`src/rtl/flash_job_sequencer.sv`:
```
// Job-level sequencer in front of a SPI flash command engine: expands RDID / ERASE /
// PROG / READ jobs over N units into engine commands, with status polling, timeout and abort.
module flash_job_sequencer #(
  parameter int ADDR_W       = 24,
  parameter int CNT_W        = 8,
  parameter int PAGE_BYTES   = 256,
  parameter int SECTOR_BYTES = 4096,
  parameter int GAP_CYCLES   = 100,
  parameter int POLL_MAX     = 65535
) (
  input  logic              CLK,
  input  logic              RST,
  input  logic              job_valid,
  output logic              job_ready,
  input  logic [1:0]        job_op,
  input  logic [ADDR_W-1:0] job_addr,
  input  logic [CNT_W-1:0]  job_count,
  input  logic              job_abort,
  output logic              job_done,
  output logic [2:0]        err_code,
  output logic [3:0]        cmd_type,
  output logic [7:0]        flash_cmd,
  output logic [ADDR_W-1:0] flash_addr,
  input  logic              Done_Sig,
  input  logic [7:0]        mydata_o,
  output logic [7:0]        id_byte
);

  typedef enum logic [1:0] {OP_RDID = 2'b00, OP_ERASE = 2'b01, OP_PROG = 2'b10, OP_READ = 2'b11} op_e;
  typedef enum logic [3:0] {
    CMD_NONE = 4'h0, CMD_RDID = 4'h8, CMD_WREN = 4'h9, CMD_ERASE = 4'hA,
    CMD_RDSR = 4'hB, CMD_WRDI = 4'hC, CMD_PROG = 4'hD, CMD_READ = 4'hE
  } cmd_e;
  typedef enum logic [2:0] {
    ERR_OK = 3'b000, ERR_TIMEOUT = 3'b001, ERR_COUNT = 3'b010, ERR_RANGE = 3'b011, ERR_ABORT = 3'b100
  } err_e;
  typedef enum logic [3:0] {
    S_IDLE, S_RDID, S_WREN, S_GAP, S_EXEC, S_POLL, S_WRDI, S_POLL2, S_NEXT, S_DONE
  } state_e;

  // Wide enough that addr + count*stride can never overflow.
  localparam int EXT_W = ADDR_W + CNT_W + 14;

  function automatic logic [7:0] opcode_of(input cmd_e c);
    case (c)
      CMD_RDID:  opcode_of = 8'h90;
      CMD_WREN:  opcode_of = 8'h06;
      CMD_ERASE: opcode_of = 8'h20;
      CMD_RDSR:  opcode_of = 8'h05;
      CMD_WRDI:  opcode_of = 8'h04;
      CMD_PROG:  opcode_of = 8'h02;
      CMD_READ:  opcode_of = 8'h03;
      default:   opcode_of = 8'h00;
    endcase
  endfunction

  function automatic cmd_e exec_cmd(input op_e op);
    case (op)
      OP_ERASE: exec_cmd = CMD_ERASE;
      OP_PROG:  exec_cmd = CMD_PROG;
      default:  exec_cmd = CMD_READ;
    endcase
  endfunction

  state_e            r_state, w_state_nxt;
  op_e               r_op;
  cmd_e              r_cmd, w_issue_cmd;
  err_e              r_err, w_err_nxt;
  logic [ADDR_W-1:0] r_addr, w_addr_nxt, r_flash_addr, w_stride;
  logic [CNT_W-1:0]  r_rem, w_rem_nxt;
  logic [15:0]       r_cnt, w_cnt_nxt, w_cnt_inc;
  logic              r_timeout, w_timeout_nxt;
  logic [7:0]        r_flash_cmd, r_id_byte;
  logic              w_accept, w_issue, w_clear, w_id_load, w_active, w_range_bad, w_exec_issue;
  logic [EXT_W-1:0]  w_job_stride, w_job_end;

  assign w_active     = (r_cmd != CMD_NONE);
  assign w_cnt_inc    = r_cnt + 16'd1;
  assign w_stride     = (r_op == OP_ERASE) ? ADDR_W'(SECTOR_BYTES) : ADDR_W'(PAGE_BYTES);
  assign w_job_stride = (job_op == OP_ERASE) ? EXT_W'(SECTOR_BYTES) : EXT_W'(PAGE_BYTES);
  assign w_job_end    = EXT_W'(job_addr) + EXT_W'(job_count) * w_job_stride;
  assign w_range_bad  = (w_job_end > (EXT_W'(1) << ADDR_W));
  assign w_exec_issue = (w_issue_cmd == CMD_ERASE) || (w_issue_cmd == CMD_PROG) ||
                        (w_issue_cmd == CMD_READ);

  always_ff @(posedge CLK or posedge RST) begin
    if (RST) r_state <= S_IDLE;
    // NOTE: non-blocking so every register samples the pre-edge value of every other.
    else     r_state <= w_state_nxt;
  end

  always_comb begin
    // NOTE: every signal gets a default up front so no branch can leave a latch behind.
    w_state_nxt   = r_state;
    w_accept      = 1'b0;
    w_issue       = 1'b0;
    w_issue_cmd   = CMD_NONE;
    w_clear       = 1'b0;
    w_id_load     = 1'b0;
    w_cnt_nxt     = r_cnt;
    w_addr_nxt    = r_addr;
    w_rem_nxt     = r_rem;
    w_err_nxt     = r_err;
    w_timeout_nxt = r_timeout;
    case (r_state)
      S_IDLE: if (job_valid) begin
        w_accept      = 1'b1;
        w_err_nxt     = ERR_OK;
        w_timeout_nxt = 1'b0;
        w_cnt_nxt     = '0;
        w_addr_nxt    = job_addr;
        w_rem_nxt     = job_count;
        if (job_op == OP_RDID) begin
          w_issue = 1'b1; w_issue_cmd = CMD_RDID; w_state_nxt = S_RDID;
        end else if (job_count == '0) begin
          w_err_nxt = ERR_COUNT; w_state_nxt = S_DONE;
        end else if (w_range_bad) begin
          w_err_nxt = ERR_RANGE; w_state_nxt = S_DONE;
        end else if (job_op == OP_READ) begin
          w_issue = 1'b1; w_issue_cmd = CMD_READ; w_state_nxt = S_EXEC;
        end else begin
          w_issue = 1'b1; w_issue_cmd = CMD_WREN; w_state_nxt = S_WREN;
        end
      end
      S_RDID: if (w_active && Done_Sig) begin
        w_clear = 1'b1; w_id_load = 1'b1; w_state_nxt = S_DONE;
      end
      S_WREN: if (w_active && Done_Sig) begin
        w_clear = 1'b1; w_cnt_nxt = '0; w_state_nxt = S_GAP;
      end
      S_GAP: begin
        // The gap itself supplies the idle separation, so EXEC issues on the way out.
        if (r_cnt == 16'(GAP_CYCLES - 1)) begin
          w_issue = 1'b1; w_issue_cmd = exec_cmd(r_op); w_state_nxt = S_EXEC;
        end else begin
          w_cnt_nxt = w_cnt_inc;
        end
      end
      S_EXEC: if (w_active && Done_Sig) begin
        w_clear   = 1'b1;
        w_cnt_nxt = '0;
        if (r_op == OP_READ) w_state_nxt = S_NEXT;
        else                 w_state_nxt = S_POLL;
      end
      S_POLL, S_POLL2: begin
        if (!w_active) begin
          w_issue = 1'b1; w_issue_cmd = CMD_RDSR;
        end else if (Done_Sig) begin
          w_clear = 1'b1;
          if (!mydata_o[0]) begin
            w_cnt_nxt = '0;
            if (r_state == S_POLL) w_state_nxt = S_WRDI;
            else                   w_state_nxt = S_NEXT;
          end else if (w_cnt_inc == 16'(POLL_MAX)) begin
            w_timeout_nxt = 1'b1; w_cnt_nxt = '0; w_state_nxt = S_WRDI;
          end else begin
            w_cnt_nxt = w_cnt_inc;
          end
        end
      end
      S_WRDI: begin
        if (!w_active) begin
          w_issue = 1'b1; w_issue_cmd = CMD_WRDI;
        end else if (Done_Sig) begin
          w_clear   = 1'b1;
          w_cnt_nxt = '0;
          if (r_timeout) begin
            w_err_nxt = ERR_TIMEOUT; w_state_nxt = S_DONE;
          end else begin
            w_state_nxt = S_POLL2;
          end
        end
      end
      S_NEXT: begin
        w_rem_nxt  = r_rem - CNT_W'(1);
        w_addr_nxt = r_addr + w_stride;
        if (w_rem_nxt == '0) begin
          w_state_nxt = S_DONE;
        end else if (job_abort) begin
          w_err_nxt = ERR_ABORT; w_state_nxt = S_DONE;
        end else if (r_op == OP_READ) begin
          w_issue = 1'b1; w_issue_cmd = CMD_READ; w_state_nxt = S_EXEC;
        end else begin
          w_issue = 1'b1; w_issue_cmd = CMD_WREN; w_state_nxt = S_WREN;
        end
      end
      S_DONE:  w_state_nxt = S_IDLE;
      default: w_state_nxt = S_IDLE;
    endcase
  end

  always_ff @(posedge CLK or posedge RST) begin
    if (RST) begin
      r_op         <= OP_RDID;
      r_addr       <= '0;
      r_rem        <= '0;
      r_cnt        <= '0;
      r_timeout    <= 1'b0;
      r_err        <= ERR_OK;
      r_cmd        <= CMD_NONE;
      r_flash_cmd  <= '0;
      r_flash_addr <= '0;
      r_id_byte    <= '0;
    end else begin
      r_addr    <= w_addr_nxt;
      r_rem     <= w_rem_nxt;
      r_cnt     <= w_cnt_nxt;
      r_timeout <= w_timeout_nxt;
      r_err     <= w_err_nxt;
      if (w_accept)  r_op      <= op_e'(job_op);
      if (w_id_load) r_id_byte <= mydata_o;
      if (w_issue) begin
        r_cmd        <= w_issue_cmd;
        r_flash_cmd  <= opcode_of(w_issue_cmd);
        r_flash_addr <= w_exec_issue ? w_addr_nxt : '0;
      end else if (w_clear) begin
        r_cmd       <= CMD_NONE;
        r_flash_cmd <= '0;
      end
    end
  end

  assign job_ready  = (r_state == S_IDLE);
  assign job_done   = (r_state == S_DONE);
  assign err_code   = r_err;
  assign cmd_type   = r_cmd;
  assign flash_cmd  = r_flash_cmd;
  assign flash_addr = r_flash_addr;
  assign id_byte    = r_id_byte;

endmodule

```
`config.mk`:
```
export PLATFORM = sky130hd
export DESIGN_NAME = flash_job_sequencer
export DESIGN_NICKNAME = d
export VERILOG_FILES = /design/src/rtl/flash_job_sequencer.sv
export SDC_FILE = /design/constraint.sdc
export NUM_CORES = 1
export LEC_CHECK = 0
export CAP_MARGIN = 20
export CORE_MARGIN = 5
export CORE_UTILIZATION = 30
export CTS_BUF_LIST = sky130_fd_sc_hd__clkbuf_8
export DETAILED_ROUTE_END_ITERATION = 10
export HOLD_SLACK_MARGIN = 0.06
export PLACE_DENSITY_LB_ADDON = 0.1
export SYNTH_ARGS = -nofsm -noshare
export SYNTH_HDL_FRONTEND = slang
export SYNTH_SLANG_ARGS = --single-unit
```
`constraint.sdc`:
```
create_clock -name CLK -period 9.1 [get_ports CLK]
set_clock_uncertainty 0.2 [all_clocks]
set_input_delay 1.365 -clock CLK [delete_from_list [all_inputs] [get_ports CLK]]
set_output_delay 1.365 -clock CLK [all_outputs]
set_load 0.01 [all_outputs]
```
==> metrics.md, run 1 <==
| Metric | Value |
|---|---|
| Buf+Inv Stages, Crit Path | 5 |
| GRT Overall Usage | 16.85% |
| Final hold slack | approximately 0.28 ns |
| Iteration count of the initial detailed-routing pass | 5 |
| Clock tree from TritonCTS | done |
| Max-slew violation total from the final report | 0 |
| Min Tclk post-route | between 6 and 7 ns |
| Count of warnings emitted by yosys | 0 |
| Number of synthesized register bits | between 90 and 100 |
| Max Fanout on Critical Path | 24 |
| Count of routing violations after the opening detailed-route iteration | 508 |
| Area used by sequential logic in the layout | 0.002477 mm² |
| Routed via count divided by cell count | roughly 5.4 |
| FMAX | approximately 150 MHz |
| Final layout net count | roughly 890 |
| Switching power | ~0.9 mW |
| Total setup violations reported at the end of the flow | 0 |
| Die height | around 160 µm |
| Clk pwr share | around 14% |
| Worst-case headroom to the max-slew limit | 45.81% |
| Combinational share of power | between 40% and 50% |
| Critical Path, Cell by Cell | clkdlybuf4s50_1 > nor2b_1 > buf_4 > nor2b_1 > ha_1 > ha_1 > ha_1 > inv_1 > fa_1 > inv_1 > ha_1 > inv_1 > fa_1 > nor3b_1 > o2111ai_1 > a2111oi_2 > nand4b_1 > nor4_2 > a31oi_1 > o211ai_2 > mux2_4 > a22o_1 |
| IO Port Bufs | 93 |
| Buffer cell driving the clock tree root | sky130_fd_sc_hd__clkbuf_8 |
| Category of the critical setup timing path | input port to flop |
| Count of hold-fix buffers inserted at cts | 0 |
| Vias in the first global route | roughly 5800 |
| Fin area | around 0.008 mm² |
| Growth of design area from synthesis to finish | 20.75% |
| Slew of the pin with the lowest slew margin | 0.8099 ns |
| Proportion of power drawn by flip-flops and latches | 36.6% |
| Number of buffers between clock root and the deepest sink | 2 |
| Clock insertion delay at the later pin of the skew report | slightly below 0.4 ns |
| DRC violations left | 0 |
| PD cells | around 260 mW/mm² |
| Syn Inst Count | just over 700 |
| CTS clock-pin slew for the worst setup and hold paths | 0.10 ns |
| Fill cells | 2205 |
| Synth top area cells | sky130_fd_sc_hd__dfrtp_1 (38%), sky130_fd_sc_hd__ha_1 (8.1%), sky130_fd_sc_hd__nand2_1 (6.3%) |
| Initial antenna violation count | 0 |
| Signal arrival time at the worst endpoint | 6.78 ns |
| Area inside the core boundary | between 0.02 and 0.025 mm² |
| Cell area after synthesis | about 0.0065 mm² |
| Number of enable-type register cells in the synthesized netlist | 0 |
| Internal power contribution | around 1.2 mW |
| Final sum of negative setup slack | 0 ns |
| Resize count post-CTS | 0 |
| Maximum number of pins on one net before global-route repair | 56 |
| Post-synthesis area per instance | just over 9 µm² |
| Estimated wirelength of the detail-placed design | between 15000 and 20000 µm |
| Post-CTS setup buffers | 0 |
| Num rows | between 50 and 60 |
| Slowest cell delay on critical path | around 0.57 ns |
| Final antenna-violating net count | 0 |
| Most frequent cell on the critical path | sky130_fd_sc_hd__ha_1 |
| Routability congestion estimate from global placement | roughly 0.84 |
| Share of the core filled with cells in the final layout | roughly 36% |
| GR Overflow Total | 0 |
| Deepest level of the CTS H-tree | 3 |
| Mean routed wirelength per cell | ~19 µm |
| Max-capacitance violation count | 0 |
| Capturing element type of the critical path | flop |
| Cell at the slowest stage of the critical path | sky130_fd_sc_hd__clkdlybuf4s50_1 |
| Number of buffers inserted during clock tree synthesis | 9 |
| Area of combinational cells with multiple inputs | 0.003756 mm² |
| Library cell with the largest summed area after synthesis | sky130_fd_sc_hd__dfrtp_1 |
| Worst Setup Start Kind | input port |
| RSZ-0062 raised after global routing | no |
| DR vias | approximately 5800 |
| Share of the cycle needed by the critical path after routing | 73.77% |
| Fraction of layout instances using a drive strength above 1 | 6.758% |
| Seq/Total Area, Yosys | between 30% and 40% |
| Wire length of the first global-routing pass | about 33000 µm |
| Post-detailed-placement cell area | ~0.0077 mm² |
| Run status | completed |
| # IOs | 96 |
| # diodes | 0 |
| Class of the tightest hold or removal check | flop to flop |
| Worst vdd rail ir drop | 0.1134 mV |
| Asr flop ratio synth | 100.0% |
| Largest delay contributor family on the critical path | adder cells |
| Number of failing hold endpoints at the final stage | 0 |
| Horizontal die dimension | roughly 160 µm |
| Effective utilization at floorplan | 30.14% |
| Clk sinks | about 100 |
| Distinct cell type count after synthesis | 81 |
| Routed wire length | 20630 µm |
| Area share of the leading cell type in the synthesized netlist | approximately two fifths |
| Die area | approximately 0.025 mm² |
| Static leakage | between 3 and 4 nW |
| Fraction of power spent switching nets | a little over two fifths |
| Data required time at the worst endpoint | 9.17 ns |
| Prevailing post-synth register cell | sky130_fd_sc_hd__dfrtp_1 |
==> cell families (layout without fill, tap and decap cells) <==
group	Yosys count	after routing	synth area share [%]
XOR/XNOR	13	13	1.747
multiplexers	13	13	2.265
AO/OA/AOI/OAI	206	206	22.77
other	2	4	0.1152
adder cells (fa/ha/maj)	48	48	9.906
flip-flops	99	99	38.01
buffers and inverters	67	145	4.473
AND/OR/NAND/NOR	271	271	20.71
==> per-layer routing <==
layer / global-route usage, % / share of wire (%) / vias up
met2: 26.89 / 47 / 148
li1: - / - / 2801
met5: 0 / 0 / -
met4: 3.441 / 1.4 / 0
met3: 3.437 / 4.5 / 17
met1: 23.79 / 48 / 2872
==> cells in the mapped netlist, types with 10 or more instances <==
master / count
sky130_fd_sc_hd__nand2_1: 109
sky130_fd_sc_hd__dfrtp_1: 99
sky130_fd_sc_hd__ha_1: 42
sky130_fd_sc_hd__o21ai_0: 37
sky130_fd_sc_hd__nor2_1: 36
sky130_fd_sc_hd__a21oi_1: 30
sky130_fd_sc_hd__clkbuf_1: 27
sky130_fd_sc_hd__a22o_1: 26
sky130_fd_sc_hd__inv_1: 25
sky130_fd_sc_hd__nand3_1: 23
sky130_fd_sc_hd__nor3_1: 20
sky130_fd_sc_hd__a221o_1: 13
sky130_fd_sc_hd__nor2b_1: 12
sky130_fd_sc_hd__o21ai_1: 11
sky130_fd_sc_hd__o31ai_1: 11
sky130_fd_sc_hd__a21o_1: 10
sky130_fd_sc_hd__and2_1: 10
sky130_fd_sc_hd__mux2_2: 10
==> power groups by stage <==
stage	clock [mW]	combinational (mW)	sequential (mW)
floorplan	0	0.632	0.736
global route	0.315	1.13	0.771
detailed placement	0	1.02	0.752
finish	0.284	1.01	0.746
CTS	0.298	1.02	0.745
global placement	0	1.01	0.750
==> placed cells by master, fill, tap and decap left out, types with 8 or more instances in the layout <==
master / count
sky130_fd_sc_hd__a221o_1: 13
sky130_fd_sc_hd__o21ai_0: 37
sky130_fd_sc_hd__ha_1: 42
sky130_fd_sc_hd__nor3_1: 20
sky130_fd_sc_hd__nand2_1: 109
sky130_fd_sc_hd__buf_4: 8
sky130_fd_sc_hd__nor2_1: 36
sky130_fd_sc_hd__dfrtp_1: 99
sky130_fd_sc_hd__o21ai_1: 11
sky130_fd_sc_hd__nor4_1: 9
sky130_fd_sc_hd__nand3_1: 23
sky130_fd_sc_hd__xor2_1: 8
sky130_fd_sc_hd__clkbuf_8: 10
sky130_fd_sc_hd__o31ai_1: 11
sky130_fd_sc_hd__mux2_2: 10
sky130_fd_sc_hd__a21oi_1: 30
sky130_fd_sc_hd__nor2b_1: 12
sky130_fd_sc_hd__a22o_1: 26
sky130_fd_sc_hd__inv_1: 25
sky130_fd_sc_hd__a21o_1: 10
sky130_fd_sc_hd__and2_1: 10
sky130_fd_sc_hd__clkdlybuf4s50_1: 93
==> sequential cells by signal (all words and copies together), names as in the netlist <==
| name | flops |
|---|---|
| r_addr | 24 |
| err_code | 3 |
| r_timeout | 1 |
| flash_cmd | 5 |
| r_state | 4 |
| r_op | 2 |
| r_rem | 8 |
| id_byte | 8 |
| r_cnt | 16 |
| flash_addr | 24 |
| cmd_type | 4 |
==> per-stage QoR <==
step / std cells / setup WS [ns] / power, mW
global route: 1079 / 2.039 / 2.213
finish: 1079 / 2.387 / 2.041
CTS: 1079 / 2.410 / 2.067
detailed placement: 1063 / 1.987 / 1.771
global placement: 1063 / 2.113 / 1.759
floorplan: 721 / 3.091 / 1.369
==> worst min-delay path, stage by stage, from the launching register on <==
cell                      delay [ns]
sky130_fd_sc_hd__dfrtp_1        0.34
sky130_fd_sc_hd__nand2_1        0.04
sky130_fd_sc_hd__nand2_1        0.07
==> path summary, 6_finish.rpt <==
| kind | start | cells after the start | to | slack, ns |
|---|---|---|---|---|
| setup / recovery | job_op[0] | 22 | flash_addr[16] | 2.39 |
| hold / removal | r_addr[0] | 2 | r_addr[0] | 0.28 |
| setup reg to reg | r_rem[1] | 11 | flash_addr[16] | 5.41 |
| hold reg to reg | r_addr[0] | 2 | r_addr[0] | 0.28 |
| max in group asynchronous | RST | 3 | flash_addr[23] | 6.33 |
| min in group asynchronous | RST | 2 | id_byte[4] | 1.21 |
==> area by class of cell <==
class	instances	share of cell area [%]
Multi-Input combinational cell	555	47.73
Inverter	28	1.367
Clock inverter	6	0.6359
Clock buffer	10	1.749
Tap cell	280	4.452
Sequential cell	99	31.48
Timing Repair Buffer	101	12.59
Note: power is estimated with default switching activity, not from simulation.
==> run 2, diff against run 1 <==
- clock period: 9.1 -> 6.5 ns (I/O delays scaled with it)
==> run 2 against run 1 <==
Clock-buffer cell count unchanged. Core utilization up 0.62 points. Clock power up 50%. Worst setup slack worse by 1.9 ns. Cell area up 1.7%. Largest cell class unchanged. Largest power group unchanged.
==> metrics.md, run 2 (synthesis results as in run 1) <==
| Metric | Value |
|---|---|
| Run status | completed |
| Number of failing hold endpoints at the final stage | 0 (unchanged) |
| CTS clock-pin slew for the worst setup and hold paths | 0.11 ns (about the same) |
| Final antenna-violating net count | 0 (unchanged) |
| Share of the cycle needed by the critical path after routing | between 90% and 100% |
| Register-to-Register Setup Slack | 2.81 ns (-2.60 ns) |
| GR Overflow Total | 0 (unchanged) |
| Clock tree from TritonCTS | done |
| Max Fanout on Critical Path | 24 (unchanged) |
| Growth of design area from synthesis to finish | 22.81% |
| Max-slew violation total from the final report | 0 (unchanged) |
| Max-capacitance violation count | 0 (unchanged) |
| Initial antenna violation count | 0 (unchanged) |
| Worst vdd rail ir drop | 0.1474 mV (+30%) |
| Number of buffers inserted during clock tree synthesis | 9 (unchanged) |
| Clk sinks | 99 (unchanged) |
| Routability congestion estimate from global placement | 0.8668 (+2.7%) |
| Total setup violations reported at the end of the flow | 0 (unchanged) |
| # diodes | 0 (unchanged) |
| Leading cell type in the layout, fill and taps excluded | sky130_fd_sc_hd__nand2_1 |
| Data required time at the worst endpoint | 6.59 ns (-2.58 ns) |
| Effective utilization at floorplan | 30.14% (unchanged) |
| Beginning of the worst register-to-register path | r_rem[0] |
| IO Port Bufs | 93 (unchanged) |
| Num rows | 54 (unchanged) |
| Slowest cell delay on critical path | 0.55 ns (-0.02 ns) |
| Routed via count divided by cell count | 5.373 (-0.70%) |
| Class of the tightest hold or removal check | flop to flop |
| Iteration count of the initial detailed-routing pass | 5 (unchanged) |
| PD cells | 363.9 mW/mm² (+40%) |
| Capturing element type of the critical path | flop |
| Power Total | 2.912 mW (+43%) |
| Die area | 0.02477 mm² (unchanged) |
| Buffer cell driving the clock tree root | sky130_fd_sc_hd__clkbuf_8 |
| RSZ-0062 raised after global routing | no |
| Maximum number of pins on one net before global-route repair | 67 (+20%) |
| Estimated wirelength of the detail-placed design | 15590 µm (+1.9%) |
| Min Tclk post-route | between 5 and 6 ns |
| Fill cells | 2251 (+2.1%) |
| Deepest level of the CTS H-tree | 3 (unchanged) |
| Category of the critical setup timing path | input port to flop |
| Critical Path, Cell by Cell | clkdlybuf4s50_1 > nor2b_1 > buf_4 > buf_4 > and2_1 > ha_1 > ha_1 > ha_1 > fa_1 > ha_1 > nand2_1 > or4_1 > a21oi_1 > a2bb2oi_1 > nor4_2 > a31oi_1 > buf_4 > o211ai_2 > mux2_4 > a22o_1 |
| Mean routed wirelength per cell | 18.94 µm (-0.95%) |
| Final sum of negative setup slack | 0 ns (unchanged) |
| Cell at the slowest stage of the critical path | sky130_fd_sc_hd__or4_1 |
| Worst reg2reg path endpoint | flash_cmd[1] |
| FMAX | ~170 MHz |
| Critical path capture point | flash_addr[19] |
| Die height | 157.4 µm (unchanged) |
| Share of the core filled with cells in the final layout | 37.02% (+0.62 points) |
| Wire length of the first global-routing pass | 32480 µm (-0.63%) |
| Vias in the first global route | 5716 (-0.73%) |
| Worst Setup Start Kind | input port |
| Number of buffers between clock root and the deepest sink | 2 (unchanged) |
| Static leakage | 3.479 nW (+2.4%) |
| GRT Overall Usage | 16.82% (-0.034 points) |
| Fraction of layout instances using a drive strength above 1 | 8.712% (+2.0 points) |
| DRC violations left | 0 (unchanged) |
| Clock insertion delay at the later pin of the skew report | 0.40 ns (about the same) |
| Horizontal die dimension | 157.4 µm (unchanged) |
| DR vias | 5883 (+0.77%) |
| Most frequent cell on the critical path | sky130_fd_sc_hd__ha_1 |
| Post-CTS setup buffers | 0 (unchanged) |
| Slew of the pin with the lowest slew margin | 0.8766 ns (+0.06666 ns) |
| Count of routing violations after the opening detailed-route iteration | 529 (+4.1%) |
| Worst reg-to-reg path cell count | 12 (+1) |
| Worst-case headroom to the max-slew limit | 41.56% (-4.2 points) |
| Final hold slack | 0.2832 ns (+0.005109 ns) |
| Commonest cells after routing, fill and taps aside | sky130_fd_sc_hd__nand2_1 (109), sky130_fd_sc_hd__dfrtp_1 (99), sky130_fd_sc_hd__clkdlybuf4s50_1 (93) |
| Area inside the core boundary | 0.02162 mm² (unchanged) |
| Launch point of the critical path | job_op[0] |
| Routed wire length | 20740 µm (+0.51%) |
| Count of hold-fix buffers inserted at cts | 0 (unchanged) |
| Final layout net count | 905 (+1.8%) |
| # IOs | 96 (unchanged) |
| Resize count post-CTS | 0 (unchanged) |
| Signal arrival time at the worst endpoint | 6.06 ns (-0.72 ns) |
## run 2: critical path: cells and delay by family
family	cells	cell delay (ns)
mux	1	0.46
compound gates	5	1.04
fa+ha+maj	5	1.64
buf+inv	4	0.90
simple gates	5	1.02
## run 2: per-layer routing
metal,wire (µm),GRT usage (%)
met2,9935,27.80
met3,858,2.859
met5,0,0
met1,9634,23.05
met4,309,4.015
## run 2: worst min-delay path by stage
stage / to / startpoint / cells past startpoint
5_1_grt: r_addr[3] / r_addr[3] / 2
4_1_cts: r_addr[3] / r_addr[3] / 2
3_3_place_gp: r_addr[3] / r_addr[3] / 2
6_report: r_addr[3] / r_addr[3] / 2
3_5_place_dp: r_addr[3] / r_addr[3] / 2
2_1_floorplan: r_addr[3] / r_addr[3] / 2
## run 2: cell type report
class                      count  area, µm²  share of cell area (%)
sequential                    99       2477                   30.95
inverter                      28      107.6                   1.344
clock buffer                  10      137.6                   1.720
clock inverter                 6      63.81                  0.7972
multi-input combinational    555       3756                   46.93
timing repair buffer         117       1111                   13.88
tap                          280      350.3                   4.377
## run 2: through the flow
step,instances,setup WS (ns),area (µm²)
after CTS,1095,0.5409,8004
final,1095,0.5293,8004
after global placement,1079,0.2031,7802
after global routing,1095,0.2218,8004
after floorplan,721,0.8815,6525
after detailed placement,1079,0.1364,7802
## run 2: power breakdown
| group | internal [mW] | switching [mW] | leakage [nW] |
|---|---|---|---|
| combinational | 0.660 | 0.773 | 2.08 |
| sequential | 0.836 | 0.217 | 1.29 |
| clock | 0.163 | 0.263 | 0.102 |
| total | 1.66 | 1.25 | 3.48 |
